[src/rtl/processinho_pkg.sv]
// Shared types and constants for the operand entry path.
// State encoding plus BCD digit limits.
package processinho_pkg;

    typedef enum logic [1:0] {
        IDLE,
        CONVERT,
        HOLD
    } state_t;

    localparam logic [3:0] BCD_MAX = 4'd9;
    localparam int         DIGIT_W = 4;

endpackage

[src/rtl/bcd_mac_step.sv]
// One decimal multiply-accumulate step: acc*10 + digit.
// The multiply uses shifts; the result is truncated to OUT_W.
module bcd_mac_step
    import processinho_pkg::*;
#(
    parameter int OUT_W = 10
) (
    input  logic [OUT_W-1:0]   acc,
    input  logic [DIGIT_W-1:0] digit,
    output logic [OUT_W-1:0]   acc_next
);

    // acc*10 = acc*8 + acc*2, then add the new digit
    always_comb begin
        acc_next = (acc << 3) + (acc << 1) + OUT_W'(digit);
    end

endmodule

[src/rtl/bcd_operand_entry.sv]
// Collects BCD digits, converts them MSD-first to binary, and
// hands the operand out over valid/ready. Optional: OPERAND_ECHO_EN.
module bcd_operand_entry
    import processinho_pkg::*;
#(
    parameter int DIGITS = 3,
    parameter int OUT_W  = 10
) (
    input  logic                  clock,
    input  logic                  reset,
    input  logic [DIGIT_W-1:0]    digit_in,
    input  logic                  digit_valid,
    input  logic                  clear,
    input  logic                  enter,
    output logic                  busy,
    output logic                  digit_err,
`ifdef OPERAND_ECHO_EN
    output logic [4*DIGITS-1:0]   echo_bcd,
`endif
    output logic [OUT_W-1:0]      bin_out,
    output logic                  bin_valid,
    input  logic                  bin_ready
);

    localparam int BUF_W  = DIGIT_W * DIGITS;
    localparam int CNT_W  = 3;
    localparam int STEP_W = 2;

    state_t              state_q, state_d;
    logic [BUF_W-1:0]    buffer_q, buffer_d;
    logic [CNT_W-1:0]    count_q, count_d;
    logic [STEP_W-1:0]   step_q, step_d;
    logic [OUT_W-1:0]    acc_q, acc_d;
    logic [OUT_W-1:0]    bin_out_q, bin_out_d;
    logic                bin_valid_q, bin_valid_d;
    logic                err_q, err_d;

    logic [BUF_W-1:0]    shifted;
    logic [DIGIT_W-1:0]  nibble;
    logic [OUT_W-1:0]    mac_out;
    logic                last_step;
    logic                buf_full;
    int                  sel;

    bcd_mac_step #(
        .OUT_W (OUT_W)
    ) u_mac (
        .acc      (acc_q),
        .digit    (nibble),
        .acc_next (mac_out)
    );

    // Pick the nibble for this step, most significant first
    always_comb begin
        sel    = DIGITS - 1 - int'(step_q);
        nibble = buffer_q[sel*DIGIT_W +: DIGIT_W];
    end

    // Next-state logic: clear overrides everything, then per-state work
    always_comb begin
        state_d     = state_q;
        buffer_d    = buffer_q;
        count_d     = count_q;
        step_d      = step_q;
        acc_d       = acc_q;
        bin_out_d   = bin_out_q;
        bin_valid_d = bin_valid_q;
        err_d       = 1'b0;

        shifted              = buffer_q << DIGIT_W;
        shifted[DIGIT_W-1:0] = digit_in;
        last_step            = (step_q == STEP_W'(DIGITS - 1));
        buf_full             = (count_q == CNT_W'(DIGITS));

        if (clear) begin
            state_d     = IDLE;
            buffer_d    = '0;
            count_d     = '0;
            step_d      = '0;
            bin_valid_d = 1'b0;
        end else begin
            unique case (state_q)
                IDLE: begin
                    if (enter) begin
                        state_d = CONVERT;
                        acc_d   = '0;
                        step_d  = '0;
                    end else if (digit_valid) begin
                        if (digit_in > BCD_MAX || buf_full) begin
                            err_d = 1'b1;
                        end else begin
                            buffer_d = shifted;
                            count_d  = count_q + CNT_W'(1);
                        end
                    end
                end
                CONVERT: begin
                    acc_d  = mac_out;
                    step_d = step_q + STEP_W'(1);
                    if (last_step) begin
                        state_d     = HOLD;
                        step_d      = '0;
                        bin_out_d   = mac_out;
                        bin_valid_d = 1'b1;
                    end
                end
                HOLD: begin
                    if (bin_valid_q && bin_ready) begin
                        state_d     = IDLE;
                        bin_valid_d = 1'b0;
                        buffer_d    = '0;
                        count_d     = '0;
                    end
                end
                default: begin
                    state_d = IDLE;
                end
            endcase
        end
    end

    // State and output registers, cleared asynchronously
    always_ff @(posedge clock or negedge reset) begin
        if (!reset) begin
            state_q     <= IDLE;
            buffer_q    <= '0;
            count_q     <= '0;
            step_q      <= '0;
            acc_q       <= '0;
            bin_out_q   <= '0;
            bin_valid_q <= 1'b0;
            err_q       <= 1'b0;
        end else begin
            state_q     <= state_d;
            buffer_q    <= buffer_d;
            count_q     <= count_d;
            step_q      <= step_d;
            acc_q       <= acc_d;
            bin_out_q   <= bin_out_d;
            bin_valid_q <= bin_valid_d;
            err_q       <= err_d;
        end
    end

    assign busy      = (state_q != IDLE);
    assign digit_err = err_q;
    assign bin_out   = bin_out_q;
    assign bin_valid = bin_valid_q;

`ifdef OPERAND_ECHO_EN
    assign echo_bcd = buffer_q;
`endif

endmodule

[config.mk]
export PLATFORM = sky130hd
export DESIGN_NAME = bcd_operand_entry
export DESIGN_NICKNAME = d
export VERILOG_FILES = /design/src/rtl/processinho_pkg.sv /design/src/rtl/bcd_mac_step.sv /design/src/rtl/bcd_operand_entry.sv
export SDC_FILE = /design/constraint.sdc
export NUM_CORES = 1
export LEC_CHECK = 0
export BUFFER_PORTS_ARGS = -buffer_cell sky130_fd_sc_hd__buf_2
export CORE_UTILIZATION = 45
export DETAILED_ROUTE_END_ITERATION = 10
export PLACE_DENSITY_LB_ADDON = 0.25
export SYNTH_ARGS = -nofsm -noshare
export SYNTH_HDL_FRONTEND = slang
export SYNTH_HIERARCHICAL = 1
export SYNTH_SLANG_ARGS = --single-unit
[constraint.sdc]
create_clock -name clock -period 5.1 [get_ports clock]
set_clock_uncertainty 0.05 [all_clocks]
set_input_delay 1.02 -clock clock [delete_from_list [all_inputs] [get_ports clock]]
set_output_delay 1.02 -clock clock [all_outputs]
set_load 0.01 [all_outputs]
==> metrics.txt <==
Area Overhead vs Synth 9.59%; Die ar. 0.00548 mm^2; root buffer cell clkbuf_8; VDD IR-drop max around 0.00019 V; Max-Cap Viols 0; Final Hold Viols 0; hold_sp bin_out[5]; CTS tree built; Least-Margin Pin Slew a little under 900 ps; Resized cells post-CTS 0; Final Max Slew Viols 0; DRT Pass-1 Iters 4; global-route wire length before repair 6770 um; share of cells above drive strength 1 approximately 22%; antenna-violating nets left 0; total power draw approximately 860 uW; Reg2Reg Setup Slack around 1600 ps; Flop pwr share between 40% and 50%; RSZ-0062 raised after global routing false; setup tns final 0 ps; Critical Path AT about 3600 ps; sw power approximately 270 uW; area of the multi-input gates approximately 0.0012 mm^2; Setup crit end bin_out[8]; Final period util about two thirds; hold_buf cts 0; Clock power frac approximately 25%; hold crit path type flop to flop; FF/Latch Area approximately 0.001 mm^2; clk_lat worst skew 290 ps; WL final roughly 3800 um; clk sink count 40; Final setup viols 0; RR Endpoint bin_out[8]; worst-path fanout max 13; Slew HR just over 40%; total CTS buffers 5; Initial Util 48.2%; Yosys Warn Count 6; Mean Syn Cell Area roughly 11 um^2; startpoint types flop; Boundary Pins 23; initial antenna violation count 0; internal power between 500 and 600 uW; Mapped Area 0.00234 mm^2; # DRC 0; core area between 0.004 and 0.005 mm^2; largest net degree at the start of global routing roughly 40; standard-cell rows 25; Crit path max-delay family adder cells; WL/cell approximately 12 um; critical path buffer and inverter count 1; critical path capture point type flop; R2R cell count 14; die span in x 74.1 um; CTS HTree Levels 2; GPL Wtd Cong around 0.75; Critical Path Stages 14; post-synth net total 247; ant diodes 0; most used cell, CP ha_1; reg2reg start step_q[0]; slowest CP cell dfrtp_1; total track usage roughly 16%; Fmax approximately 290 MHz; Starting DRT DRC Count 98; Pwr Density ~340 mW/mm^2; Logic pwr share around 28%; post-layout minimum cycle time 3490 ps; die height about 74 um; static leakage approximately 0.0014 uW; Worst-path clk slew approximately 70 ps; Vias/cell 4.94; DP HPWL approximately 2700 um; gr ovfl total 0; CP cell instances inv_1 > ha_1 > mux2i_1 > nor2_1 > a31oi_1 > nor2_1 > ha_1 > ha_1 > fa_1 > a21oi_2 > o211ai_2 > a21oi_2 > xnor2_1 > mux2_4; setup bufs post-CTS 0; deepest clock path buffer count 2; Cells after Synth 215; CP Data Required Time 5230 ps; NumNets Final roughly 270; PortBufs 22; Worst path max stage delay 550 ps; via count about 1,500; vias in the first global route roughly 1,500; CP startpoint step_q[0]; status completed; kind of critical path flop to flop; fill count ~450; Switching Share a little over 30%
[power groups by stage]
stage                     sequential [uW]  clock, uW  combinational [uW]
after floorplan                       402          0                 196
after global placement                408          0                 240
after detailed placement              409          0                 244
after global routing                  408        238                 276
after CTS                             402        226                 245
final                                 402        216                 240
[worst min path at each step]
stage / to / slack, ps / depth (start not counted)
3_3_place_gp: bin_out[9] / 440 / 1
4_1_cts: bin_out[5] / 460 / 1
5_1_grt: bin_out[0] / 470 / 1
6_report: bin_out[5] / 450 / 1
3_5_place_dp: bin_out[1] / 440 / 1
2_1_floorplan: acc_q[7] / 430 / 1
[placed cells by master (no fill, tap or decap), types with 2 or more instances in the layout]
cell type,count
xor2_1,3
nand2_1,25
a21oi_1,6
nor2_1,12
mux2i_1,19
o21ai_1,2
buf_2,22
clkbuf_1,2
a22o_1,9
inv_1,24
ha_1,20
xnor2_1,5
a31oi_1,3
dfrtp_1,40
a21oi_2,4
mux2_4,9
o211ai_2,2
nand2b_1,2
o21a_1,2
clkbuf_8,6
o21ai_0,4
fa_1,2
nor3_1,2
[sequential cells by signal, summed over array words and instances (netlist names)]
signal and flops:
acc_q 9, bin_out 10, bin_valid 1, buffer_q 12
count_q 3, digit_err 1, state_q 2, step_q 2
[metal layers]
metal  track usage [%]  part of all wire (%)  vias up  routed length [um]
met5                 0                     0        -                   0
met3              4.88                   2.9        5                 110
met1              20.5                    50      710                1870
met2              27.1                    46       18                1730
li1                  -                     -      764                   -
met4              6.41                   1.5        0                  57
[metrics by stage]
stage	hold slack [ps]	cells	area (um^2)	setup slack, ps	util, %
after CTS	463	303	2560	1580	52.8
after detailed placement	441	295	2470	1580	50.9
after global placement	441	295	2470	1650	50.9
after floorplan	427	215	2340	1570	-
final	455	303	2560	1610	52.8
after global routing	469	303	2560	1340	52.8
[cell type report]
| cell class | count | area share (%) |
|---|---|---|
| Tap cell | 67 | 3.27 |
| Inverter | 25 | 3.67 |
| Sequential cell | 40 | 39.1 |
| Multi-Input combinational cell | 141 | 46.1 |
| Timing Repair Buffer | 22 | 4.30 |
| Clock buffer | 8 | 3.52 |
[worst reg2reg max path, cell delays in order (launching register included)]
cell	delay [ps]
dfrtp_1	550
inv_1	110
ha_1	460
mux2i_1	220
nor2_1	50
a31oi_1	150
nor2_1	60
ha_1	280
ha_1	230
fa_1	420
a21oi_2	190
o211ai_2	100
a21oi_2	150
xnor2_1	90
mux2_4	260
Note: power is estimated with default switching activity, not from simulation.
